<file path="src/rtl/scale_combiner_if.sv">
// Handshake and data bundle for scale_combiner.
// Handshake rule (both sides): a beat transfers on a rising clock edge where
// valid and ready are both 1; the source holds valid and data stable until
// that edge, and ready may depend combinationally on the sink's state.
// The slave modport is the unit itself; master is the upstream/downstream side.
interface scale_combiner_if #(
  parameter int ES     = 2,
  parameter int K_BITS = 5,
  parameter int SW     = K_BITS + ES + 1
);
  // Input side
  logic                     in_valid;
  logic                     in_ready;
  logic                     op;
  logic signed [K_BITS-1:0] k_A;
  logic signed [K_BITS-1:0] k_B;
  logic        [ES-1:0]     exp_A;
  logic        [ES-1:0]     exp_B;
  logic                     sign_A;
  logic                     sign_B;
  logic                     nar_A;
  logic                     nar_B;
  logic                     zero_A;
  logic                     zero_B;
  // Output side
  logic                     out_valid;
  logic                     out_ready;
  logic signed [K_BITS-1:0] k_out;
  logic        [ES-1:0]     exp_out;
  logic signed [SW-1:0]     scale_out;
  logic                     sign_out;
  logic                     nar_out;
  logic                     zero_out;
  logic                     ovf;
  logic                     unf;

  modport slave (
    input  in_valid, op, k_A, k_B, exp_A, exp_B, sign_A, sign_B,
           nar_A, nar_B, zero_A, zero_B, out_ready,
    output in_ready, out_valid, k_out, exp_out, scale_out, sign_out,
           nar_out, zero_out, ovf, unf
  );

  modport master (
    output in_valid, op, k_A, k_B, exp_A, exp_B, sign_A, sign_B,
           nar_A, nar_B, zero_A, zero_B, out_ready,
    input  in_ready, out_valid, k_out, exp_out, scale_out, sign_out,
           nar_out, zero_out, ovf, unf
  );
endinterface

</file>
<file path="src/rtl/scale_combiner.sv">
// scale_combiner: two-stage posit scale combiner for multiply/divide.
// Stage 1 forms the operand scales (k<<ES)+exp and adds or subtracts them;
// stage 2 resolves NaR/zero, clamps to +/-((N-2)<<ES) and splits the result
// back into regime k and exponent fields.
// Optional macro SCALE_COMBINER_STATS_EN adds saturating ovf/unf/special
// counters with a synchronous clear.
module scale_combiner #(
  parameter int N      = 16,
  parameter int ES     = 2,
  parameter int K_BITS = 5,
  parameter int SW     = K_BITS + ES + 1
) (
  input  logic           clk,
  input  logic           rst,
  scale_combiner_if.slave bus
`ifdef SCALE_COMBINER_STATS_EN
  ,
  input  logic           stat_clr,
  output logic [15:0]    ovf_cnt,
  output logic [15:0]    unf_cnt,
  output logic [15:0]    special_cnt
`endif
);

  localparam logic signed [SW-1:0] MAXS = SW'((N - 2) << ES);
  localparam logic signed [SW-1:0] MINS = -MAXS;

  // ---------------- handshake control ----------------
  logic s1_valid_q, s1_valid_d;
  logic s2_valid_q, s2_valid_d;
  logic s1_advance;
  logic in_accept;
  logic out_consume;
  logic s2_load;

  assign out_consume = s2_valid_q & bus.out_ready;
  assign s1_advance  = !s2_valid_q || bus.out_ready;
  assign s2_load     = s1_valid_q & s1_advance;
  // Held low while reset is asserted so nothing is accepted into a flushing pipe.
  assign bus.in_ready = !rst && (!s1_valid_q || s1_advance);
  assign in_accept    = bus.in_valid & bus.in_ready;

  // Stage-valid next-state: load on accept, drain when the stage moves on.
  always_comb begin
    s1_valid_d = s1_valid_q;
    s2_valid_d = s2_valid_q;
    if (in_accept)        s1_valid_d = 1'b1;
    else if (s1_advance)  s1_valid_d = 1'b0;
    if (s2_load)          s2_valid_d = 1'b1;
    else if (out_consume) s2_valid_d = 1'b0;
  end

  // ---------------- stage 1: combine scales ----------------
  logic signed [SW-1:0] sa, sb, raw_d;
  logic signed [SW-1:0] s1_raw_q;
  logic                 s1_sign_q, s1_op_q;
  logic                 s1_nar_a_q, s1_nar_b_q, s1_zero_a_q, s1_zero_b_q;

  // SW is wide enough that neither the sum nor the difference can wrap.
  assign sa    = (SW'(bus.k_A) <<< ES) + SW'(bus.exp_A);
  assign sb    = (SW'(bus.k_B) <<< ES) + SW'(bus.exp_B);
  assign raw_d = bus.op ? (sa - sb) : (sa + sb);

  // Stage 1 registers: valid bit plus captured raw scale and flags.
  always_ff @(posedge clk or posedge rst) begin
    if (rst) begin
      s1_valid_q  <= 1'b0;
      s1_raw_q    <= '0;
      s1_sign_q   <= 1'b0;
      s1_op_q     <= 1'b0;
      s1_nar_a_q  <= 1'b0;
      s1_nar_b_q  <= 1'b0;
      s1_zero_a_q <= 1'b0;
      s1_zero_b_q <= 1'b0;
    end else begin
      s1_valid_q <= s1_valid_d;
      if (in_accept) begin
        s1_raw_q    <= raw_d;
        s1_sign_q   <= bus.sign_A ^ bus.sign_B;
        s1_op_q     <= bus.op;
        s1_nar_a_q  <= bus.nar_A;
        s1_nar_b_q  <= bus.nar_B;
        s1_zero_a_q <= bus.zero_A;
        s1_zero_b_q <= bus.zero_B;
      end
    end
  end

  // ---------------- stage 2: specials, clamp, split ----------------
  logic                     nar_d, zero_d, ovf_d, unf_d, sign_d;
  logic signed [SW-1:0]     scale_d;
  logic signed [K_BITS-1:0] k_d;
  logic        [ES-1:0]     exp_d;

  // Special-case priority, then clamp and field split of the surviving scale.
  always_comb begin
    nar_d   = s1_nar_a_q | s1_nar_b_q | (s1_op_q & s1_zero_b_q);
    zero_d  = !nar_d && (s1_zero_a_q || (!s1_op_q && s1_zero_b_q));
    ovf_d   = 1'b0;
    unf_d   = 1'b0;
    sign_d  = s1_sign_q;
    scale_d = s1_raw_q;
    if (s1_raw_q > MAXS) begin
      scale_d = MAXS;
      ovf_d   = 1'b1;
    end else if (s1_raw_q < MINS) begin
      scale_d = MINS;
      unf_d   = 1'b1;
    end
    if (nar_d || zero_d) begin
      scale_d = '0;
      ovf_d   = 1'b0;
      unf_d   = 1'b0;
      sign_d  = 1'b0;
    end
    // Arithmetic shift floors negative scales (e.g. -3 -> k=-1, exp=1 at ES=2).
    k_d   = K_BITS'(scale_d >>> ES);
    exp_d = scale_d[ES-1:0];
  end

  logic                     s2_nar_q, s2_zero_q, s2_ovf_q, s2_unf_q, s2_sign_q;
  logic signed [SW-1:0]     s2_scale_q;
  logic signed [K_BITS-1:0] s2_k_q;
  logic        [ES-1:0]     s2_exp_q;

  // Stage 2 registers drive the outputs directly; they only change on a load.
  always_ff @(posedge clk or posedge rst) begin
    if (rst) begin
      s2_valid_q <= 1'b0;
      s2_nar_q   <= 1'b0;
      s2_zero_q  <= 1'b0;
      s2_ovf_q   <= 1'b0;
      s2_unf_q   <= 1'b0;
      s2_sign_q  <= 1'b0;
      s2_scale_q <= '0;
      s2_k_q     <= '0;
      s2_exp_q   <= '0;
    end else begin
      s2_valid_q <= s2_valid_d;
      if (s2_load) begin
        s2_nar_q   <= nar_d;
        s2_zero_q  <= zero_d;
        s2_ovf_q   <= ovf_d;
        s2_unf_q   <= unf_d;
        s2_sign_q  <= sign_d;
        s2_scale_q <= scale_d;
        s2_k_q     <= k_d;
        s2_exp_q   <= exp_d;
      end
    end
  end

  assign bus.out_valid = s2_valid_q;
  assign bus.scale_out = s2_scale_q;
  assign bus.k_out     = s2_k_q;
  assign bus.exp_out   = s2_exp_q;
  assign bus.sign_out  = s2_sign_q;
  assign bus.nar_out   = s2_nar_q;
  assign bus.zero_out  = s2_zero_q;
  assign bus.ovf       = s2_ovf_q;
  assign bus.unf       = s2_unf_q;

`ifdef SCALE_COMBINER_STATS_EN
  logic [15:0] ovf_cnt_q, unf_cnt_q, special_cnt_q;

  // Saturating event counters, bumped once per consumed result.
  always_ff @(posedge clk or posedge rst) begin
    if (rst) begin
      ovf_cnt_q     <= '0;
      unf_cnt_q     <= '0;
      special_cnt_q <= '0;
    end else if (stat_clr) begin
      ovf_cnt_q     <= '0;
      unf_cnt_q     <= '0;
      special_cnt_q <= '0;
    end else if (out_consume) begin
      if (s2_ovf_q && ovf_cnt_q != 16'hFFFF) ovf_cnt_q <= ovf_cnt_q + 16'd1;
      if (s2_unf_q && unf_cnt_q != 16'hFFFF) unf_cnt_q <= unf_cnt_q + 16'd1;
      if ((s2_nar_q || s2_zero_q) && special_cnt_q != 16'hFFFF)
        special_cnt_q <= special_cnt_q + 16'd1;
    end
  end

  assign ovf_cnt     = ovf_cnt_q;
  assign unf_cnt     = unf_cnt_q;
  assign special_cnt = special_cnt_q;
`endif

endmodule

</file>
<file path="src/flat_wrapper.sv">
// flat-port wrapper written by rule: the top's interface ports become plain ports
module scale_combiner_flat 
#(
  parameter int N      = 16,
  parameter int ES     = 2,
  parameter int K_BITS = 5,
  parameter int SW     = K_BITS + ES + 1
)
  (clk, rst, bus_in_valid, bus_op, bus_k_A, bus_k_B, bus_exp_A, bus_exp_B, bus_sign_A, bus_sign_B, bus_nar_A, bus_nar_B, bus_zero_A, bus_zero_B, bus_out_ready, bus_in_ready, bus_out_valid, bus_k_out, bus_exp_out, bus_scale_out, bus_sign_out, bus_nar_out, bus_zero_out, bus_ovf, bus_unf);
  scale_combiner_if #(.ES(ES), .K_BITS(K_BITS), .SW(SW)) bus_i ();
  input  logic clk;
  input  logic rst;
  input wire logic [$bits(bus_i.in_valid)-1:0] bus_in_valid;
  input wire logic [$bits(bus_i.op)-1:0] bus_op;
  input wire logic [$bits(bus_i.k_A)-1:0] bus_k_A;
  input wire logic [$bits(bus_i.k_B)-1:0] bus_k_B;
  input wire logic [$bits(bus_i.exp_A)-1:0] bus_exp_A;
  input wire logic [$bits(bus_i.exp_B)-1:0] bus_exp_B;
  input wire logic [$bits(bus_i.sign_A)-1:0] bus_sign_A;
  input wire logic [$bits(bus_i.sign_B)-1:0] bus_sign_B;
  input wire logic [$bits(bus_i.nar_A)-1:0] bus_nar_A;
  input wire logic [$bits(bus_i.nar_B)-1:0] bus_nar_B;
  input wire logic [$bits(bus_i.zero_A)-1:0] bus_zero_A;
  input wire logic [$bits(bus_i.zero_B)-1:0] bus_zero_B;
  input wire logic [$bits(bus_i.out_ready)-1:0] bus_out_ready;
  output wire logic [$bits(bus_i.in_ready)-1:0] bus_in_ready;
  output wire logic [$bits(bus_i.out_valid)-1:0] bus_out_valid;
  output wire logic [$bits(bus_i.k_out)-1:0] bus_k_out;
  output wire logic [$bits(bus_i.exp_out)-1:0] bus_exp_out;
  output wire logic [$bits(bus_i.scale_out)-1:0] bus_scale_out;
  output wire logic [$bits(bus_i.sign_out)-1:0] bus_sign_out;
  output wire logic [$bits(bus_i.nar_out)-1:0] bus_nar_out;
  output wire logic [$bits(bus_i.zero_out)-1:0] bus_zero_out;
  output wire logic [$bits(bus_i.ovf)-1:0] bus_ovf;
  output wire logic [$bits(bus_i.unf)-1:0] bus_unf;
  assign bus_i.in_valid = bus_in_valid;
  assign bus_i.op = bus_op;
  assign bus_i.k_A = bus_k_A;
  assign bus_i.k_B = bus_k_B;
  assign bus_i.exp_A = bus_exp_A;
  assign bus_i.exp_B = bus_exp_B;
  assign bus_i.sign_A = bus_sign_A;
  assign bus_i.sign_B = bus_sign_B;
  assign bus_i.nar_A = bus_nar_A;
  assign bus_i.nar_B = bus_nar_B;
  assign bus_i.zero_A = bus_zero_A;
  assign bus_i.zero_B = bus_zero_B;
  assign bus_i.out_ready = bus_out_ready;
  assign bus_in_ready = bus_i.in_ready;
  assign bus_out_valid = bus_i.out_valid;
  assign bus_k_out = bus_i.k_out;
  assign bus_exp_out = bus_i.exp_out;
  assign bus_scale_out = bus_i.scale_out;
  assign bus_sign_out = bus_i.sign_out;
  assign bus_nar_out = bus_i.nar_out;
  assign bus_zero_out = bus_i.zero_out;
  assign bus_ovf = bus_i.ovf;
  assign bus_unf = bus_i.unf;
  scale_combiner #(.N(N), .ES(ES), .K_BITS(K_BITS), .SW(SW)) u_core (.clk(clk), .rst(rst), .bus(bus_i));
endmodule
</file>
<file path="config.mk">
export PLATFORM = sky130hd
export DESIGN_NAME = scale_combiner_flat
export DESIGN_NICKNAME = d
export VERILOG_FILES = /design/src/rtl/scale_combiner_if.sv /design/src/rtl/scale_combiner.sv /design/src/flat_wrapper.sv
export SDC_FILE = /design/constraint.sdc
export NUM_CORES = 1
export LEC_CHECK = 0
export BUFFER_PORTS_ARGS = -buffer_cell sky130_fd_sc_hd__buf_2
export CORE_MARGIN = 2
export CORE_UTILIZATION = 52
export DETAILED_ROUTE_END_ITERATION = 10
export MAX_ROUTING_LAYER = met4
export PLACE_DENSITY = 0.88
export SYNTH_ARGS = -nofsm -noshare
export SYNTH_HDL_FRONTEND = slang
export SYNTH_SLANG_ARGS = --single-unit
</file>
<file path="constraint.sdc">
create_clock -name clk -period 2 [get_ports clk]
set_input_delay 0.1 -clock clk [delete_from_list [all_inputs] [get_ports clk]]
set_output_delay 0.1 -clock clk [all_outputs]
set_load 0.05 [all_outputs]
</file>
==> flow_metrics.env, run 1 <==
export IMPL_worstPathArrival_ns=1.62
export IMPL_route_detailed_wl_per_inst_um=12.2
export IMPL_drt_pass1_iter_count=4
export IMPL_largest_register_ff_count=8
export IMPL_area_growth_syn_to_layout_pct=20.3
export IMPL_mostFrequentLayoutCells="46 x sky130_fd_sc_hd__buf_2, 29 x sky130_fd_sc_hd__dfrtp_1, 20 x sky130_fd_sc_hd__nand2_1"
export IMPL_die_width_um=60.9
export IMPL_yosys_warnings=0
export IMPL_power_leakage_nw=1.04
export IMPL_die_h_um=60.9
export IMPL_viasPerCell=5.17
export IMPL_row_count=20
export IMPL_worst_slew_pin_slew_ns=0.469
export IMPL_drv_max_cap_violation_count=0
export IMPL_n_antenna_cell=0
export IMPL_share_comb_of_total_power=0.352
export IMPL_first_global_vias=1302
export IMPL_power_net_switching_mw=0.682
export IMPL_drcViolationCount=0
export IMPL_final_critical_period_ns=1.72
export IMPL_gr_total_overflow=0
export IMPL_layout_cells_most_common="sky130_fd_sc_hd__buf_2"
export IMPL_sw_frac_of_total=0.378
export IMPL_grt_use_total=0.200
export IMPL_synth_edff_count=0
export IMPL_ys_top_cells_by_area="sky130_fd_sc_hd__dfrtp_1 43%, sky130_fd_sc_hd__ha_1 6.7%, sky130_fd_sc_hd__xnor2_1 5.2%"
export IMPL_setup_repair_after_global_routing_missed_its_margin="false"
export IMPL_worstSetupEndpointType="primary output"
export IMPL_maxSlewHeadroom=0.687
export IMPL_die_area_sq_um=3700
export IMPL_postSynthCellCount=168
export IMPL_power_sequential_fraction=0.429
export IMPL_final_gp_congestion=0.879
export IMPL_netlist_area_sq_um=1680
export IMPL_layout_worst_path_cycle_share=0.860
export IMPL_synth_top_cell_area_share=0.432
export IMPL_final_net_count=252
export IMPL_start_kind="input port"
export IMPL_cts_buffers=5
export IMPL_route_antenna_remaining_nets=0
export IMPL_power_share_clock=0.219
export IMPL_grt_first_pass_wirelength_mm=5.18
export IMPL_placedInstanceArea_sq_um=1910
export IMPL_postSynth_topFlopCell="sky130_fd_sc_hd__dfrtp_1"
export IMPL_postSynthAreaPerCell_sq_um=10.0
export IMPL_pin_count_of_the_biggest_net_entering_global_routing=31
export IMPL_initial_core_util=0.551
export IMPL_area_of_the_core_region_sq_um=3050
export IMPL_internal_power_mw=1.12
export IMPL_timing_max_transition_violations_final=0
export IMPL_route_vias_total=1355
export IMPL_min_path_type="input port to flop"
export IMPL_achievable_frequency_mhz=581
export IMPL_power_density_cell_area_nw_per_um2=892
export IMPL_layout_drive_gt1_share=0.326
export IMPL_number_of_antenna_violations_at_the_first_check_in_global_routing=0
export IMPL_final_area_sq_um=2020
export IMPL_net_count_synth=203
export IMPL_setup_total_negative_slack_ns=0
export IMPL_clk_pin_slew_ns=0.09
export IMPL_htreeDepth=2
export IMPL_setup_viol=0
export IMPL_cts_repair_resized=0
export IMPL_worstPathRequired_ns=1.90
export IMPL_status="complete, no violations"
export IMPL_setup_worst_path_class="input port to primary output"
export IMPL_post_synth_num_cell_types=41
export IMPL_finalHoldViolations=0
export IMPL_crit_fanout=30
export IMPL_yosys_area_top_type="sky130_fd_sc_hd__dfrtp_1"
export IMPL_wl_mm=3.21
export IMPL_place_port_buffers=46
export IMPL_ys_async_sr_fraction=1.00
export IMPL_vdd_ir_drop_max_v=0.000438
export IMPL_clk_path_buf_depth=2
export IMPL_clk_root_buffer_cell="sky130_fd_sc_hd__clkbuf_4"
export IMPL_postSynthRegisterBits=29
export IMPL_seq_area_frac_synth=0.432
export IMPL_insertion_delay_ns=0.33
export IMPL_top_register="u_core.s1_raw_q"
export IMPL_drt_iter0_drc=54
export IMPL_finalClockSkew_ns=0.00555
export IMPL_floorplan_io_pins=47
export IMPL_dp_final_hpwl_mm=2.47
export IMPL_tritoncts="built"
export IMPL_cts_sinks=29
final cells by class:
class | instances | area [sq um]
clock buffers | 7 | 65.1
flip-flops and latches | 29 | 726
well taps | 44 | 55.1
repair buffers | 53 | 293
multi-input cells | 116 | 835
fillers | 267 | 1030
clock inverters | 1 | 5.00
inverters | 12 | 45.0
critical path: stages:
cell and delay, ns:
sky130_fd_sc_hd__dlygate4sd3_1 0.53, sky130_fd_sc_hd__buf_2 0.12, sky130_fd_sc_hd__inv_1 0.09, sky130_fd_sc_hd__buf_4 0.35, sky130_fd_sc_hd__and2_1 0.18, sky130_fd_sc_hd__buf_2 0.25
final timing paths:
check,start,end,slack (ns),cells past startpoint
min reg2reg,u_core.bus.nar_out,u_core.bus.nar_out,0.48,2
max reg2reg,u_core.s1_nar_a_q,u_core.bus.scale_out[1],0.39,5
max in group asynchronous,rst,u_core.bus.scale_out[1],1.29,4
min in group asynchronous,rst,u_core.bus.nar_out,0.44,4
max,rst,bus_in_ready,0.28,6
min,bus_nar_A,u_core.s1_nar_a_q,0.04,2
cell usage after synthesis (2+ instances only):
| cell | n |
|---|---|
| sky130_fd_sc_hd__nor2_1 | 7 |
| sky130_fd_sc_hd__inv_1 | 12 |
| sky130_fd_sc_hd__nand3b_1 | 2 |
| sky130_fd_sc_hd__xor2_1 | 3 |
| sky130_fd_sc_hd__a21oi_1 | 6 |
| sky130_fd_sc_hd__a31oi_1 | 4 |
| sky130_fd_sc_hd__o311ai_0 | 2 |
| sky130_fd_sc_hd__mux2i_1 | 3 |
| sky130_fd_sc_hd__nand2b_1 | 2 |
| sky130_fd_sc_hd__a22o_2 | 3 |
| sky130_fd_sc_hd__o21ai_0 | 13 |
| sky130_fd_sc_hd__a22o_1 | 2 |
| sky130_fd_sc_hd__nand2_1 | 20 |
| sky130_fd_sc_hd__clkbuf_1 | 2 |
| sky130_fd_sc_hd__ha_1 | 9 |
| sky130_fd_sc_hd__xnor2_1 | 10 |
| sky130_fd_sc_hd__buf_4 | 7 |
| sky130_fd_sc_hd__a21o_1 | 3 |
| sky130_fd_sc_hd__dfrtp_1 | 29 |
| sky130_fd_sc_hd__nor3_1 | 3 |
| sky130_fd_sc_hd__mux2_2 | 6 |
power by group through the flow:
stage / logic, mW / clock network [mW] / registers, mW
final: 0.635 / 0.394 / 0.775
after global routing: 0.704 / 0.425 / 0.790
after CTS: 0.641 / 0.407 / 0.775
after detailed placement: 0.631 / 0 / 0.785
after global placement: 0.617 / 0 / 0.778
after floorplan: 0.395 / 0 / 0.876
logic make-up after synthesis:
group | Yosys count | share of synthesized area
DFF | 29 | 0.432
and+or+nand+nor | 43 | 0.126
adders and majority gates | 10 | 0.0789
xor gates and xnor gates | 13 | 0.0677
AOI/OAI and AO/OA | 41 | 0.166
buffers and inverters | 23 | 0.0722
muxes | 9 | 0.0580
metrics by stage:
stage	setup WS [ns]	utilization	cells	power (mW)	hold WS, ns
global placement	0.0388	0.627	250	1.39	0.247
floorplan	0.215	-	168	1.27	0.199
finish	0.280	0.663	262	1.80	0.0381
detailed placement	-0.0233	0.627	250	1.42	0.242
global route	0.145	0.663	262	1.92	0.0163
CTS	0.261	0.663	262	1.82	0.0289
timing repair:
action	in CTS	in global routing
hold endpoints to repair	32	0
hold buffers	4	0
setup buffers	0	0
per-layer routing:
| metal | vias up | wire length (um) | global-route usage |
|---|---|---|---|
| met5 | - | 0 | - |
| met4 | 0 | 61 | 0.115 |
| met3 | 6 | 136 | 0.0384 |
| met2 | 40 | 1590 | 0.353 |
| met1 | 628 | 1420 | 0.204 |
| li1 | 681 | - | - |
Note: power is estimated with default switching activity, not from simulation.
==> inputs of run 2 (changes only) <==
--- a/config.mk
+++ b/config.mk
@@ -6,11 +6,12 @@
 export NUM_CORES = 1
 export LEC_CHECK = 0
 export BUFFER_PORTS_ARGS = -buffer_cell sky130_fd_sc_hd__buf_2
+export CAP_MARGIN = 20
 export CORE_MARGIN = 2
-export CORE_UTILIZATION = 52
+export CORE_UTILIZATION = 56
 export DETAILED_ROUTE_END_ITERATION = 10
 export MAX_ROUTING_LAYER = met4
-export PLACE_DENSITY = 0.88
+export PLACE_DENSITY = 0.93
 export SYNTH_ARGS = -nofsm -noshare
 export SYNTH_HDL_FRONTEND = slang
 export SYNTH_SLANG_ARGS = --single-unit
==> constraint.sdc (replaced) <==
create_clock -name clk -period 2.1 [get_ports clk]
set_input_delay 0.105 -clock clk [delete_from_list [all_inputs] [get_ports clk]]
set_output_delay 0.105 -clock clk [all_outputs]
set_load 0.05 [all_outputs]
==> flow_metrics.env, run 2 (same netlist as run 1, synthesis figures left out) <==
export IMPL_insertion_delay_ns=0.33
export IMPL_die_h_um=58.8
export IMPL_largest_register_ff_count=8
export IMPL_cts_repair_resized=0
export IMPL_power_leakage_nw=1.02
export IMPL_drt_pass1_iter_count=7
export IMPL_die_area_sq_um=3460
export IMPL_cpMaxStageDelayCell="sky130_fd_sc_hd__ha_1"
export IMPL_clk_path_buf_depth=2
export IMPL_layout_cells_most_common="sky130_fd_sc_hd__buf_2"
export IMPL_gr_total_overflow=0
export IMPL_clk_pin_slew_ns=0.08
export IMPL_drt_iter0_drc=55
export IMPL_drcViolationCount=2
export IMPL_worstPathRequired_ns=2.30
export IMPL_clk_root_buffer_cell="sky130_fd_sc_hd__clkbuf_4"
export IMPL_cts_sinks=29
export IMPL_place_port_buffers=46
export IMPL_post_cts_buffers=0
export IMPL_layout_worst_path_cycle_share=0.840
export IMPL_min_path_type="input port to flop"
export IMPL_cp_cell_sequence="buf_2, inv_1, ha_1, a31oi_1, xnor2_1, ha_1, a21o_1, a31o_2, a21oi_1, xnor2_1, o21ai_1"
export IMPL_die_width_um=58.8
export IMPL_area_of_the_core_region_sq_um=2810
export IMPL_dp_final_hpwl_mm=2.48
export IMPL_crit_fanout=4
export IMPL_n_antenna_cell=0
export IMPL_wl_mm=3.25
export IMPL_dp_cells=235
export IMPL_cts_buffers=5
export IMPL_route_vias_total=1356
export IMPL_critical_path_top_delay_family="compound AO/OA/AOI/OAI gates"
export IMPL_initial_core_util=0.599
export IMPL_pin_count_of_the_biggest_net_entering_global_routing=31
export IMPL_final_critical_period_ns=1.76
export IMPL_grt_first_pass_wirelength_mm=5.47
export IMPL_maxSlewHeadroom=0.691
export IMPL_finalClockSkew_ns=0.00277
export IMPL_worst_slew_pin_slew_ns=0.462
export IMPL_setup_total_negative_slack_ns=0
export IMPL_power_density_cell_area_nw_per_um2=852
export IMPL_setup_repair_after_global_routing_missed_its_margin="false"
export IMPL_setup_viol=0
export IMPL_mostFrequentLayoutCells="46 x sky130_fd_sc_hd__buf_2, 29 x sky130_fd_sc_hd__dfrtp_1, 20 x sky130_fd_sc_hd__nand2_1"
export IMPL_grt_use_total=0.221
export IMPL_nFillCells=219
export IMPL_row_count=19
export IMPL_start_kind="input port"
export IMPL_max_stage_delay_ns=0.28
export IMPL_tritoncts="built"
export IMPL_status="finished, violations left"
export IMPL_setup_worst_path_class="input port to flop"
export IMPL_viasPerCell=5.51
export IMPL_stdcell_count=246
export IMPL_area_growth_syn_to_layout_pct=17.6
export IMPL_first_global_vias=1345
export IMPL_violations="DRC"
export IMPL_vdd_ir_drop_max_v=0.000389
export IMPL_timing_max_transition_violations_final=0
export IMPL_worstPathArrival_ns=1.97
export IMPL_drv_max_cap_violation_count=0
export IMPL_route_antenna_remaining_nets=0
export IMPL_final_gp_congestion=0.810
export IMPL_final_net_count=250
export IMPL_finalHoldViolations=0
export IMPL_number_of_antenna_violations_at_the_first_check_in_global_routing=0
export IMPL_top_register="u_core.s1_raw_q"
export IMPL_htreeDepth=2
export IMPL_layout_drive_gt1_share=0.312
export IMPL_timing_critical_path_buf_inv=2
export IMPL_worstSetupEndpointType="flop"
export IMPL_reg2reg_slack_ns=0.50
export IMPL_floorplan_io_pins=47
export IMPL_achievable_frequency_mhz=567
export IMPL_route_detailed_wl_per_inst_um=13.2
-- run 2: power by group --
group | internal, mW | switching, mW | leakage (nW) | total [mW]
sequential | 0.653 | 0.0857 | 0.372 | 0.738
combinational | 0.216 | 0.390 | 0.621 | 0.606
clock | 0.158 | 0.182 | 0.0314 | 0.340
-- run 2: final cells by class --
cell class,count,area [sq um],share of cell area
Timing Repair Buffer,51,278,0.141
Inverter,12,45.0,0.0228
Sequential cell,29,726,0.367
Clock buffer,7,55.1,0.0278
Tap cell,31,38.8,0.0196
Multi-Input combinational cell,116,835,0.422
-- run 2: path summary, 6_finish.rpt --
kind                                   startpoint                   to  cells past startpoint
worst max-delay path                 bus_exp_B[0]   u_core.s1_raw_q[7]                     11
worst min-delay path                    bus_nar_A    u_core.s1_nar_a_q                      2
worst max register to register  u_core.s1_nar_b_q  u_core.bus.k_out[0]                      5
worst min register to register     u_core.bus.unf       u_core.bus.unf                      2
max in group asynchronous                     rst   u_core.s1_raw_q[1]                      4
min in group asynchronous                     rst   u_core.bus.nar_out                      4
-- run 2: through the flow --
stage / utilization / worst slack, ns / total power [mW] / instance area, sq um / hold slack, ns
global route: 0.705 / 0.232 / 1.77 / 1980 / 0.00675
finish: 0.705 / 0.335 / 1.68 / 1980 / 0.0176
floorplan: - / 0.310 / 1.21 / 1680 / 0.204
global placement: 0.671 / 0.114 / 1.32 / 1880 / 0.248
CTS: 0.705 / 0.351 / 1.69 / 1980 / 0.00788
detailed placement: 0.671 / 0.0547 / 1.35 / 1880 / 0.244
-- run 2: per-layer routing --
layer,share of wire,vias to the layer above,GRT usage
met4,0.032,0,0.136
met2,0.48,47,0.370
met3,0.058,13,0.0659
met5,0,-,-
met1,0.43,622,0.224
li1,-,674,-
-- run 2: timing repair --
item / 4_1_cts / 5_1_grt
hold endpoints to repair: 32 / 0
setup endpoints to repair: 0 / 0
hold buffers: 4 / 0
-- run 2: worst reg2reg max path, delay by kind of cell, from the launching register on --
family | cells | cell delay [ns]
AO/OA/AOI/OAI | 2 | 0.25
flip-flops | 1 | 0.42
AND/OR/NAND/NOR | 3 | 0.87
==> inputs of run 3 (changes only) <==
--- a/config.mk
+++ b/config.mk
@@ -8,10 +8,10 @@
 export BUFFER_PORTS_ARGS = -buffer_cell sky130_fd_sc_hd__buf_2
 export CAP_MARGIN = 20
 export CORE_MARGIN = 2
-export CORE_UTILIZATION = 56
+export CORE_UTILIZATION = 52
 export DETAILED_ROUTE_END_ITERATION = 10
 export MAX_ROUTING_LAYER = met4
-export PLACE_DENSITY = 0.93
+export PLACE_DENSITY = 0.88
 export SYNTH_ARGS = -nofsm -noshare
 export SYNTH_HDL_FRONTEND = slang
 export SYNTH_SLANG_ARGS = --single-unit
==> constraint.sdc (replaced) <==
create_clock -name clk -period 1.71 [get_ports clk]
set_input_delay 0.0855 -clock clk [delete_from_list [all_inputs] [get_ports clk]]
set_output_delay 0.0855 -clock clk [all_outputs]
set_load 0.05 [all_outputs]
==> flow_metrics.env, run 3 (same netlist as run 1, synthesis figures left out) <==
export IMPL_drcViolationCount=0
export IMPL_htreeDepth=2
export IMPL_worstPathArrival_ns=1.80
export IMPL_cts_buffers=5
export IMPL_power_leakage_nw=1.14
export IMPL_dpl_ws_ns=-0.207
export IMPL_die_area_sq_um=3700
export IMPL_die_width_um=60.9
export IMPL_n_antenna_cell=0
export IMPL_start_kind="input port"
export IMPL_top_register="u_core.s1_raw_q"
export IMPL_setup_repair_after_global_routing_missed_its_margin="true"
export IMPL_worstPathRequired_ns=1.93
export IMPL_clk_root_buffer_cell="sky130_fd_sc_hd__clkbuf_4"
export IMPL_crit_fanout=3
export IMPL_route_vias_total=1455
export IMPL_placedInstanceArea_sq_um=2060
export IMPL_multi_input_area_sq_um=848
export IMPL_grt_first_pass_wirelength_mm=5.69
export IMPL_initial_core_util=0.551
export IMPL_clk_pin_slew_ns=0.10
export IMPL_status="complete, no violations"
export IMPL_setup_viol=0
export IMPL_layout_worst_path_cycle_share=0.923
export IMPL_row_count=20
export IMPL_clk_path_buf_depth=2
export IMPL_number_of_antenna_violations_at_the_first_check_in_global_routing=0
export IMPL_achievable_frequency_mhz=634
export IMPL_place_port_buffers=46
export IMPL_drt_pass1_iter_count=4
export IMPL_floorplan_io_pins=47
export IMPL_layout_cells_most_common="sky130_fd_sc_hd__buf_2"
export IMPL_gr_total_overflow=0
export IMPL_finalClockSkew_ns=0.0108
export IMPL_finalHoldViolations=0
export IMPL_storage_element_area_sq_um=726
export IMPL_area_growth_syn_to_layout_pct=30.2
export IMPL_layout_drive_gt1_share=0.388
export IMPL_mostFrequentLayoutCells="46 x sky130_fd_sc_hd__buf_2, 29 x sky130_fd_sc_hd__dfrtp_1, 20 x sky130_fd_sc_hd__nand2_1, 20 x sky130_fd_sc_hd__buf_4, 13 x sky130_fd_sc_hd__o21ai_0"
export IMPL_final_critical_period_ns=1.58
export IMPL_worst_slew_pin_slew_ns=0.468
export IMPL_maxSlewHeadroom=0.687
export IMPL_post_cts_buffers=0
export IMPL_tritoncts="built"
export IMPL_grt_use_total=0.222
export IMPL_wl_mm=3.54
export IMPL_layout_setup_ws_ns=0.132
export IMPL_hold_ws_ns=0.0800
export IMPL_first_global_vias=1377
export IMPL_area_of_the_core_region_sq_um=3050
export IMPL_drt_iter0_drc=50
export IMPL_largest_register_ff_count=8
export IMPL_max_stage_delay_ns=0.26
export IMPL_vdd_ir_drop_max_v=0.000568
export IMPL_nFillCells=233
export IMPL_power_density_cell_area_nw_per_um2=1020
export IMPL_route_detailed_wl_per_inst_um=12.6
export IMPL_cpMaxStageDelayCell="sky130_fd_sc_hd__ha_1"
export IMPL_final_net_count=271
export IMPL_dp_final_hpwl_mm=2.67
export IMPL_die_h_um=60.9
export IMPL_route_antenna_remaining_nets=0
export IMPL_min_path_type="input port to flop"
export IMPL_timing_max_transition_violations_final=0
export IMPL_stdcell_count=281
export IMPL_cp_cell_sequence="buf_2, inv_1, ha_1, a31oi_1, xnor2_1, ha_1, a21o_1, a31o_2, a21oi_2, xnor2_1, o21ai_1"
export IMPL_drv_max_cap_violation_count=0
export IMPL_setup_worst_path_class="input port to flop"
export IMPL_final_area_sq_um=2190
export IMPL_pin_count_of_the_biggest_net_entering_global_routing=31
export IMPL_dp_cells=268
export IMPL_viasPerCell=5.18
export IMPL_insertion_delay_ns=0.34
export IMPL_final_gp_congestion=0.829
export IMPL_cts_sinks=29
export IMPL_worstSetupEndpointType="flop"
-- run 3: stage by stage --
step | util | power, mW | setup TNS, ns
after floorplan | - | 1.49 | -0.00333
after global placement | 0.673 | 1.70 | -0.471
after detailed placement | 0.673 | 1.73 | -0.744
after CTS | 0.713 | 2.22 | 0
after global routing | 0.717 | 2.35 | -0.0253
final | 0.717 | 2.23 | 0
-- run 3: power breakdown --
group | switching (mW) | internal (mW) | leakage (nW) | total, mW
Combinational | 0.496 | 0.335 | 0.726 | 0.831
Sequential | 0.111 | 0.801 | 0.372 | 0.912
Clock | 0.247 | 0.238 | 0.0413 | 0.485
Total | 0.854 | 1.37 | 1.14 | 2.23
-- run 3: repair_timing --
| action | in CTS | in global routing |
|---|---|---|
| endpoints found under the hold margin | 33 | 0 |
| gates resized for setup | 0 | 4 |
| endpoints found under the setup margin | 0 | 6 |
| hold buffers | 5 | 0 |
-- run 3: worst max-delay path, delay by kind of cell --
family | cells | cell delay [ns]
xor+xnor | 2 | 0.27
compound gates | 5 | 0.83
buf+inv | 2 | 0.14
fa+ha+maj | 2 | 0.48
-- run 3: metal layers --
layer  up-vias  GRT usage  part of all wire
met1       674      0.224              0.40
met3         9     0.0384             0.045
met5         -          -                 0
met4         0      0.137             0.031
met2        48      0.396              0.53
li1        724          -                 -
-- run 3: cell type report --
type                    count  area share
multi-input cells         116       0.387
flip-flops and latches     29       0.331
repair buffers             72       0.203
clock buffers               7      0.0297
well taps                  44      0.0251
inverters                  12      0.0206
clock inverters             1     0.00229
-- run 3: final timing paths --
| kind | start | cells after the start | end | slack (ns) |
|---|---|---|---|---|
| worst max-delay path | bus_exp_B[0] | 11 | u_core.s1_raw_q[7] | 0.13 |
| max in group asynchronous | rst | 4 | u_core.s1_raw_q[6] | 1.16 |
| min in group asynchronous | rst | 4 | u_core.bus.out_valid | 0.35 |
| worst min register to register | u_core.bus.scale_out[7] | 2 | u_core.bus.scale_out[7] | 0.48 |
| worst max register to register | u_core.s1_valid_q | 5 | u_core.s1_raw_q[6] | 0.16 |
| worst min-delay path | bus_out_ready | 3 | u_core.bus.out_valid | 0.08 |
